File: src/rtl/vliw_fwd_scoreboard_pkg.sv
// rtl/vliw_fwd_scoreboard_pkg.sv - shared forwarding select encoding and lane index type
package vliw_fwd_scoreboard_pkg;
   typedef enum logic [1:0] {
      FWD_REG = 2'b00,
      FWD_W   = 2'b01,
      FWD_M   = 2'b10
   } fwd_sel_t;

   // Widest bundle the lane index type can describe; matchers truncate to LSEL.
   localparam int MAX_LANES = 16;
   typedef logic [$clog2(MAX_LANES)-1:0] lane_idx_t;
endpackage

File: src/rtl/vliw_fwd_match.sv
// rtl/vliw_fwd_match.sv - one operand's youngest-producer matcher across M and W lanes
module vliw_fwd_match
   import vliw_fwd_scoreboard_pkg::*;
#(
   parameter int NLANES = 4,
   parameter int AW     = 5,
   parameter int LSEL   = 2
) (
   input  logic [AW-1:0]        src,
   input  logic [NLANES*AW-1:0] rd_m,
   input  logic [NLANES-1:0]    reg_write_m,
   input  logic [NLANES-1:0]    load_m,
   input  logic [NLANES*AW-1:0] rd_w,
   input  logic [NLANES-1:0]    reg_write_w,
   output fwd_sel_t             sel,
   output logic [LSEL-1:0]      lane
);
   logic      hit_m, hit_w;
   lane_idx_t lane_m, lane_w;

   // Ascending scan so the highest matching lane overwrites earlier ones.
   always_comb begin
      hit_m  = 1'b0;
      hit_w  = 1'b0;
      lane_m = '0;
      lane_w = '0;
      for (int l = 0; l < NLANES; l++) begin
         if (src != '0 && reg_write_m[l] && !load_m[l] && rd_m[l*AW +: AW] == src) begin
            hit_m  = 1'b1;
            lane_m = lane_idx_t'(l);
         end
         if (src != '0 && reg_write_w[l] && rd_w[l*AW +: AW] == src) begin
            hit_w  = 1'b1;
            lane_w = lane_idx_t'(l);
         end
      end
   end

   always_comb begin
      sel  = FWD_REG;
      lane = '0;
      if (hit_m) begin
         sel  = FWD_M;
         lane = LSEL'(lane_m);
      end else if (hit_w) begin
         sel  = FWD_W;
         lane = LSEL'(lane_w);
      end
   end
endmodule

File: src/rtl/vliw_fwd_scoreboard.sv
// rtl/vliw_fwd_scoreboard.sv - N-lane E/M/W destination tracking, cross-lane operand forwarding
// and load-use / same-bundle write-conflict detection.
module vliw_fwd_scoreboard
   import vliw_fwd_scoreboard_pkg::*;
#(
   parameter  int NLANES = 4,
   parameter  int XLEN   = 64,
   parameter  int AW     = 5,
   localparam int LSEL   = $clog2(NLANES)
) (
   input  logic                   clk,
   input  logic                   reset,
   input  logic [NLANES*AW-1:0]   Rs1D,
   input  logic [NLANES*AW-1:0]   Rs2D,
   input  logic [NLANES*AW-1:0]   RdD,
   input  logic [NLANES-1:0]      RegWriteD,
   input  logic [NLANES-1:0]      LoadD,
   input  logic                   StallE,
   input  logic                   FlushE,
   input  logic                   StallM,
   input  logic                   FlushM,
   input  logic                   StallW,
   input  logic                   FlushW,
   input  logic [NLANES*XLEN-1:0] R1E,
   input  logic [NLANES*XLEN-1:0] R2E,
   input  logic [NLANES*XLEN-1:0] IFResultM,
   input  logic [NLANES*XLEN-1:0] ResultW,
   output logic [NLANES*2-1:0]    ForwardAE,
   output logic [NLANES*2-1:0]    ForwardBE,
   output logic [NLANES*LSEL-1:0] FwdLaneAE,
   output logic [NLANES*LSEL-1:0] FwdLaneBE,
   output logic [NLANES*XLEN-1:0] ForwardedSrcAE,
   output logic [NLANES*XLEN-1:0] ForwardedSrcBE,
   output logic                   LoadUseStallD,
   output logic                   WriteConflictD
);
   logic [NLANES*AW-1:0] Rs1E, Rs2E, RdE, RdM, RdW;
   logic [NLANES-1:0]    RegWriteE, LoadE, RegWriteM, LoadM, RegWriteW;

   // Stage registers: stall wins over flush, so a flush during a stall is dropped.
   always_ff @(posedge clk or negedge reset) begin
      if (!reset) begin
         Rs1E <= '0; Rs2E <= '0; RdE <= '0; RegWriteE <= '0; LoadE <= '0;
      end else if (!StallE) begin
         if (FlushE) begin
            Rs1E <= '0; Rs2E <= '0; RdE <= '0; RegWriteE <= '0; LoadE <= '0;
         end else begin
            Rs1E <= Rs1D; Rs2E <= Rs2D; RdE <= RdD; RegWriteE <= RegWriteD; LoadE <= LoadD;
         end
      end
   end

   always_ff @(posedge clk or negedge reset) begin
      if (!reset) begin
         RdM <= '0; RegWriteM <= '0; LoadM <= '0;
      end else if (!StallM) begin
         if (FlushM) begin
            RdM <= '0; RegWriteM <= '0; LoadM <= '0;
         end else begin
            RdM <= RdE; RegWriteM <= RegWriteE; LoadM <= LoadE;
         end
      end
   end

   always_ff @(posedge clk or negedge reset) begin
      if (!reset) begin
         RdW <= '0; RegWriteW <= '0;
      end else if (!StallW) begin
         if (FlushW) begin
            RdW <= '0; RegWriteW <= '0;
         end else begin
            RdW <= RdM; RegWriteW <= RegWriteM;
         end
      end
   end

   function automatic logic [XLEN-1:0] fwd_mux(input fwd_sel_t s, input logic [LSEL-1:0] ln,
                                              input logic [XLEN-1:0] r,
                                              input logic [NLANES*XLEN-1:0] m,
                                              input logic [NLANES*XLEN-1:0] w);
      case (s)
         FWD_M:   return m[ln*XLEN +: XLEN];
         FWD_W:   return w[ln*XLEN +: XLEN];
         default: return r;
      endcase
   endfunction

   fwd_sel_t        sel_a  [NLANES];
   fwd_sel_t        sel_b  [NLANES];
   logic [LSEL-1:0] lane_a [NLANES];
   logic [LSEL-1:0] lane_b [NLANES];

   for (genvar g = 0; g < NLANES; g++) begin : g_lane
      vliw_fwd_match #(.NLANES(NLANES), .AW(AW), .LSEL(LSEL)) u_match_a (
         .src(Rs1E[g*AW +: AW]), .rd_m(RdM), .reg_write_m(RegWriteM), .load_m(LoadM),
         .rd_w(RdW), .reg_write_w(RegWriteW), .sel(sel_a[g]), .lane(lane_a[g]));
      vliw_fwd_match #(.NLANES(NLANES), .AW(AW), .LSEL(LSEL)) u_match_b (
         .src(Rs2E[g*AW +: AW]), .rd_m(RdM), .reg_write_m(RegWriteM), .load_m(LoadM),
         .rd_w(RdW), .reg_write_w(RegWriteW), .sel(sel_b[g]), .lane(lane_b[g]));

      assign ForwardAE[g*2 +: 2]       = sel_a[g];
      assign ForwardBE[g*2 +: 2]       = sel_b[g];
      assign FwdLaneAE[g*LSEL +: LSEL] = lane_a[g];
      assign FwdLaneBE[g*LSEL +: LSEL] = lane_b[g];
      assign ForwardedSrcAE[g*XLEN +: XLEN] =
         fwd_mux(sel_a[g], lane_a[g], R1E[g*XLEN +: XLEN], IFResultM, ResultW);
      assign ForwardedSrcBE[g*XLEN +: XLEN] =
         fwd_mux(sel_b[g], lane_b[g], R2E[g*XLEN +: XLEN], IFResultM, ResultW);
   end

   // Load results only reach W, so any decode reader of an E-stage load must wait a cycle.
   always_comb begin
      LoadUseStallD  = 1'b0;
      WriteConflictD = 1'b0;
      for (int j = 0; j < NLANES; j++) begin
         for (int i = 0; i < NLANES; i++) begin
            if (RegWriteE[j] && LoadE[j]) begin
               if (Rs1D[i*AW +: AW] != '0 && Rs1D[i*AW +: AW] == RdE[j*AW +: AW])
                  LoadUseStallD = 1'b1;
               if (Rs2D[i*AW +: AW] != '0 && Rs2D[i*AW +: AW] == RdE[j*AW +: AW])
                  LoadUseStallD = 1'b1;
            end
         end
      end
      for (int i = 0; i < NLANES; i++) begin
         for (int j = i + 1; j < NLANES; j++) begin
            if (RegWriteD[i] && RegWriteD[j] && RdD[i*AW +: AW] != '0 &&
                RdD[i*AW +: AW] == RdD[j*AW +: AW])
               WriteConflictD = 1'b1;
         end
      end
   end
endmodule

File: config.mk
export PLATFORM = sky130hd
export DESIGN_NAME = vliw_fwd_scoreboard
export DESIGN_NICKNAME = d
export VERILOG_FILES = /design/src/rtl/vliw_fwd_scoreboard_pkg.sv /design/src/rtl/vliw_fwd_match.sv /design/src/rtl/vliw_fwd_scoreboard.sv
export SDC_FILE = /design/constraint.sdc
export NUM_CORES = 2
export LEC_CHECK = 0
export ABC_AREA = 0
export CORE_AREA = 3 3 637 639
export DETAILED_ROUTE_END_ITERATION = 7
export DIE_AREA = 0 0 640 642
export GPL_TIMING_DRIVEN = 0
export PLACE_DENSITY_LB_ADDON = 0.12
export SYNTH_ARGS = -nofsm -noshare
export SYNTH_HDL_FRONTEND = slang
export SYNTH_SLANG_ARGS = --single-unit
File: constraint.sdc
create_clock -name clk -period 4.6 [get_ports clk]
set_input_delay 1.38 -clock clk [delete_from_list [all_inputs] [get_ports clk]]
set_output_delay 1.38 -clock clk [all_outputs]
set_load 0.05 [all_outputs]
==> flow_metrics.env <==
export IMPL_drtAntennaViolNets=0
export IMPL_crit_path_start_kind="flop"
export IMPL_post_route_period_util_pct=132
export IMPL_whs_path_depth=2
export IMPL_endpoint_kind="output port"
export IMPL_ys_ff_latch=120
export IMPL_power_total_mw=22.7
export IMPL_fmax_mhz=165
export IMPL_cp_required_ns=3.22
export IMPL_final_common_cell="nand2_1"
export IMPL_hp_start="LoadM[3]$_DFFE_PN0N_"
export IMPL_setup_tns_ns=-610.46
export IMPL_clkSinkCount=120
export IMPL_grt_pass1_wl_mm=1020
export IMPL_cts_tree="built"
export IMPL_syn_area_sq_mm=0.0509
export IMPL_finalSetupViolCount=546
export IMPL_syn_to_final_growth_pct=79.6
export IMPL_outcome="complete, but fails checks"
export IMPL_r2r_cells=3
export IMPL_synth_edf_count=0
export IMPL_tightest_slew_ns=1.49
export IMPL_rows=232
export IMPL_synth_top_cells_by_area="mux2i_1 12%, nand2_1 8.9%, clkbuf_1 5.9%, dfrtp_1 5.9%, xnor2_1 5.5%"
export IMPL_design_area_sq_mm=0.0913
export IMPL_finClkSkew_ns=0.0153
export IMPL_cp_arrival_ns=4.69
export IMPL_postPlaceCellArea_sq_mm=0.0779
export IMPL_drive_gt1_share_pct=32.2
export IMPL_grt_max_degree=79
export IMPL_synth_top_cell_by_area="mux2i_1"
export IMPL_clkTransAtPathRegs_ns=0.06
export IMPL_synthFlopType="dfrtp_1"
export IMPL_rsz0062_at_grt="yes"
export IMPL_dr_pass1_iters=8
export IMPL_most_common_layout_cells="1179 x nand2_1, 887 x clkdlybuf4s50_1, 580 x mux2i_1"
export IMPL_r2r_start="RdE[9]$_DFFE_PN0N_"
export IMPL_relSlewSlack_pct=0.819
export IMPL_grt_pass1_vias=79700
export IMPL_p_leak_nw=31.4
export IMPL_drt_total_wl_mm=840
export IMPL_synth_cell_types=75
export IMPL_final_nets=10500
export IMPL_first_iter_violations=13000
export IMPL_dp_hpwl_mm=672
export IMPL_avgRoutedWirePerCell_um=56.2
export IMPL_place_gp_congestion=1.03
export IMPL_antenna_found_initial=322
export IMPL_yosysSeqAreaShare_pct=5.90
export IMPL_gr_total_overflow=0
export IMPL_violations="DRC, setup timing"
export IMPL_clock_path_buffers=2
export IMPL_port_buffers=1404
export IMPL_dr_total_vias=88200
export IMPL_design_core_area_sq_mm=0.400
export IMPL_ir_drop_mv=0.247
export IMPL_fin_util_pct=22.9
export IMPL_fp_dieW_um=640
export IMPL_vias_per_cell=5.91
export IMPL_die_h_um=642
export IMPL_min_period_ns=6.07
export IMPL_die_area_sq_mm=0.411
export IMPL_grt_use_total_pct=38.5
export IMPL_worstSkewPairLatency_ns=0.44
export IMPL_preCtsSetupSlack_ns=-4.53
export IMPL_ctsHoldBuffers=0
export IMPL_numCtsBuffers=17
export IMPL_ios=1646
export IMPL_finalWorstSetupSlack_ns=-1.47
export IMPL_synth_top_cell_area_share_pct=11.8
export IMPL_drcViolationCount=13
export IMPL_avgSynthCellArea_sq_um=6.63
export IMPL_ys_warn_count=0
export IMPL_syn_nets=8775
export IMPL_critPathKind="flop to output port"
export IMPL_startpoint="Rs2E[1]$_DFFE_PN0N_"
export IMPL_initial_core_util_pct=12.7
export IMPL_async_flop_share_pct=100
export IMPL_cap_viol_max_count=0
export IMPL_worst_hold_path_type="flop to flop"
export IMPL_path_max_fanout=8
export IMPL_final_max_slew_viol_count=0
export IMPL_cts_max_level=4
export IMPL_syn_inst=7675
export IMPL_cts_root_buf="clkbuf_16"
export IMPL_hold_viol=0
export IMPL_powerDensity_mw_per_mm2=248
-- critical path: stages (launching register included) --
cell	delay (ns)
dfrtp_1	0.38
buf_8	0.13
or4_4	0.57
nor2_8	0.20
nor4_4	0.07
or4_4	0.55
buf_12	0.18
or2_4	0.24
buf_12	0.16
clkbuf_16	0.22
buf_16	0.17
a21oi_4	0.16
o22ai_2	0.12
o41ai_4	0.76
buf_6	0.26
-- stage by stage --
step           instances  hold slack (ns)
6_report           14900            0.475
5_1_grt            14900            0.529
4_1_cts            14600            0.482
3_5_place_dp       14400            0.467
3_3_place_gp       14300            0.483
2_1_floorplan       7675            0.441
-- logic make-up after synthesis --
kind of cell	synth area share, %
AOI/OAI and AO/OA	36.5
buffers and inverters	10.0
xor gates and xnor gates	8.77
muxes	16.1
and+or+nand+nor	22.7
DFF	5.90
-- routing by layer --
metal	GRT usage [%]	vias to the layer above	share of wire [%]
li1	-	32700	-
met1	42.7	44500	36
met2	57.5	8093	42
met3	12.3	2874	9.8
met4	37.1	64	12
met5	0.222	-	0.097
-- what timing repair did --
action	4_1_cts	5_1_grt
pin swaps	153	161
endpoints found under the setup margin	546	546
resized for setup	3623	1303
buffers inserted	164	136
cloned	19	16
-- power by group --
group / internal [mW] / switching [mW]
registers: 1.13 / 0.0861
clock network: 0.808 / 0.545
logic: 6.21 / 13.9
-- registers in the layout, indices dropped and copies added (netlist names) --
signal,cells
Rs1E,20
Rs2E,20
RdE,20
RdM,20
LoadE,4
LoadM,4
RegWriteE,4
RegWriteW,4
RegWriteM,4
RdW,20
-- final cells by class --
type                    instances  area [sq um]
multi-input cells            6320         52200
plain buffers                1084          8990
diodes                        222           556
inverters                     119           569
fillers                     44300        308000
repair inverters                1          16.3
clock buffers                  17           425
repair buffers               1773         18800
flip-flops and latches        120          3040
clock inverters                15           166
well taps                    5265          6590
-- synthesized netlist by cell type, drive strengths merged, types with 154 or more instances --
master / count
buf: 300
xor2: 190
a221oi: 154
nor3: 211
a211oi: 171
mux2: 192
nand2: 1212
o21ai: 443
clkbuf: 820
a22o: 156
xnor2: 319
mux2i: 601
nor2: 396
a32oi: 157
a21oi: 241
-- path summary, 6_finish.rpt --
check / end / slack (ns)
worst max-delay path: ForwardedSrcBE[50] / -1.47
worst min-delay path: LoadM[3]$_DFFE_PN0N_ / 0.48
worst max register to register: RdM[9]$_DFFE_PN0N_ / 3.05
worst min register to register: LoadM[3]$_DFFE_PN0N_ / 0.48
max in group asynchronous: RdM[13]$_DFFE_PN0N_ / 2.91
min in group asynchronous: Rs2E[16]$_DFFE_PN0N_ / 0.88
(Power assumes the default switching activity.)
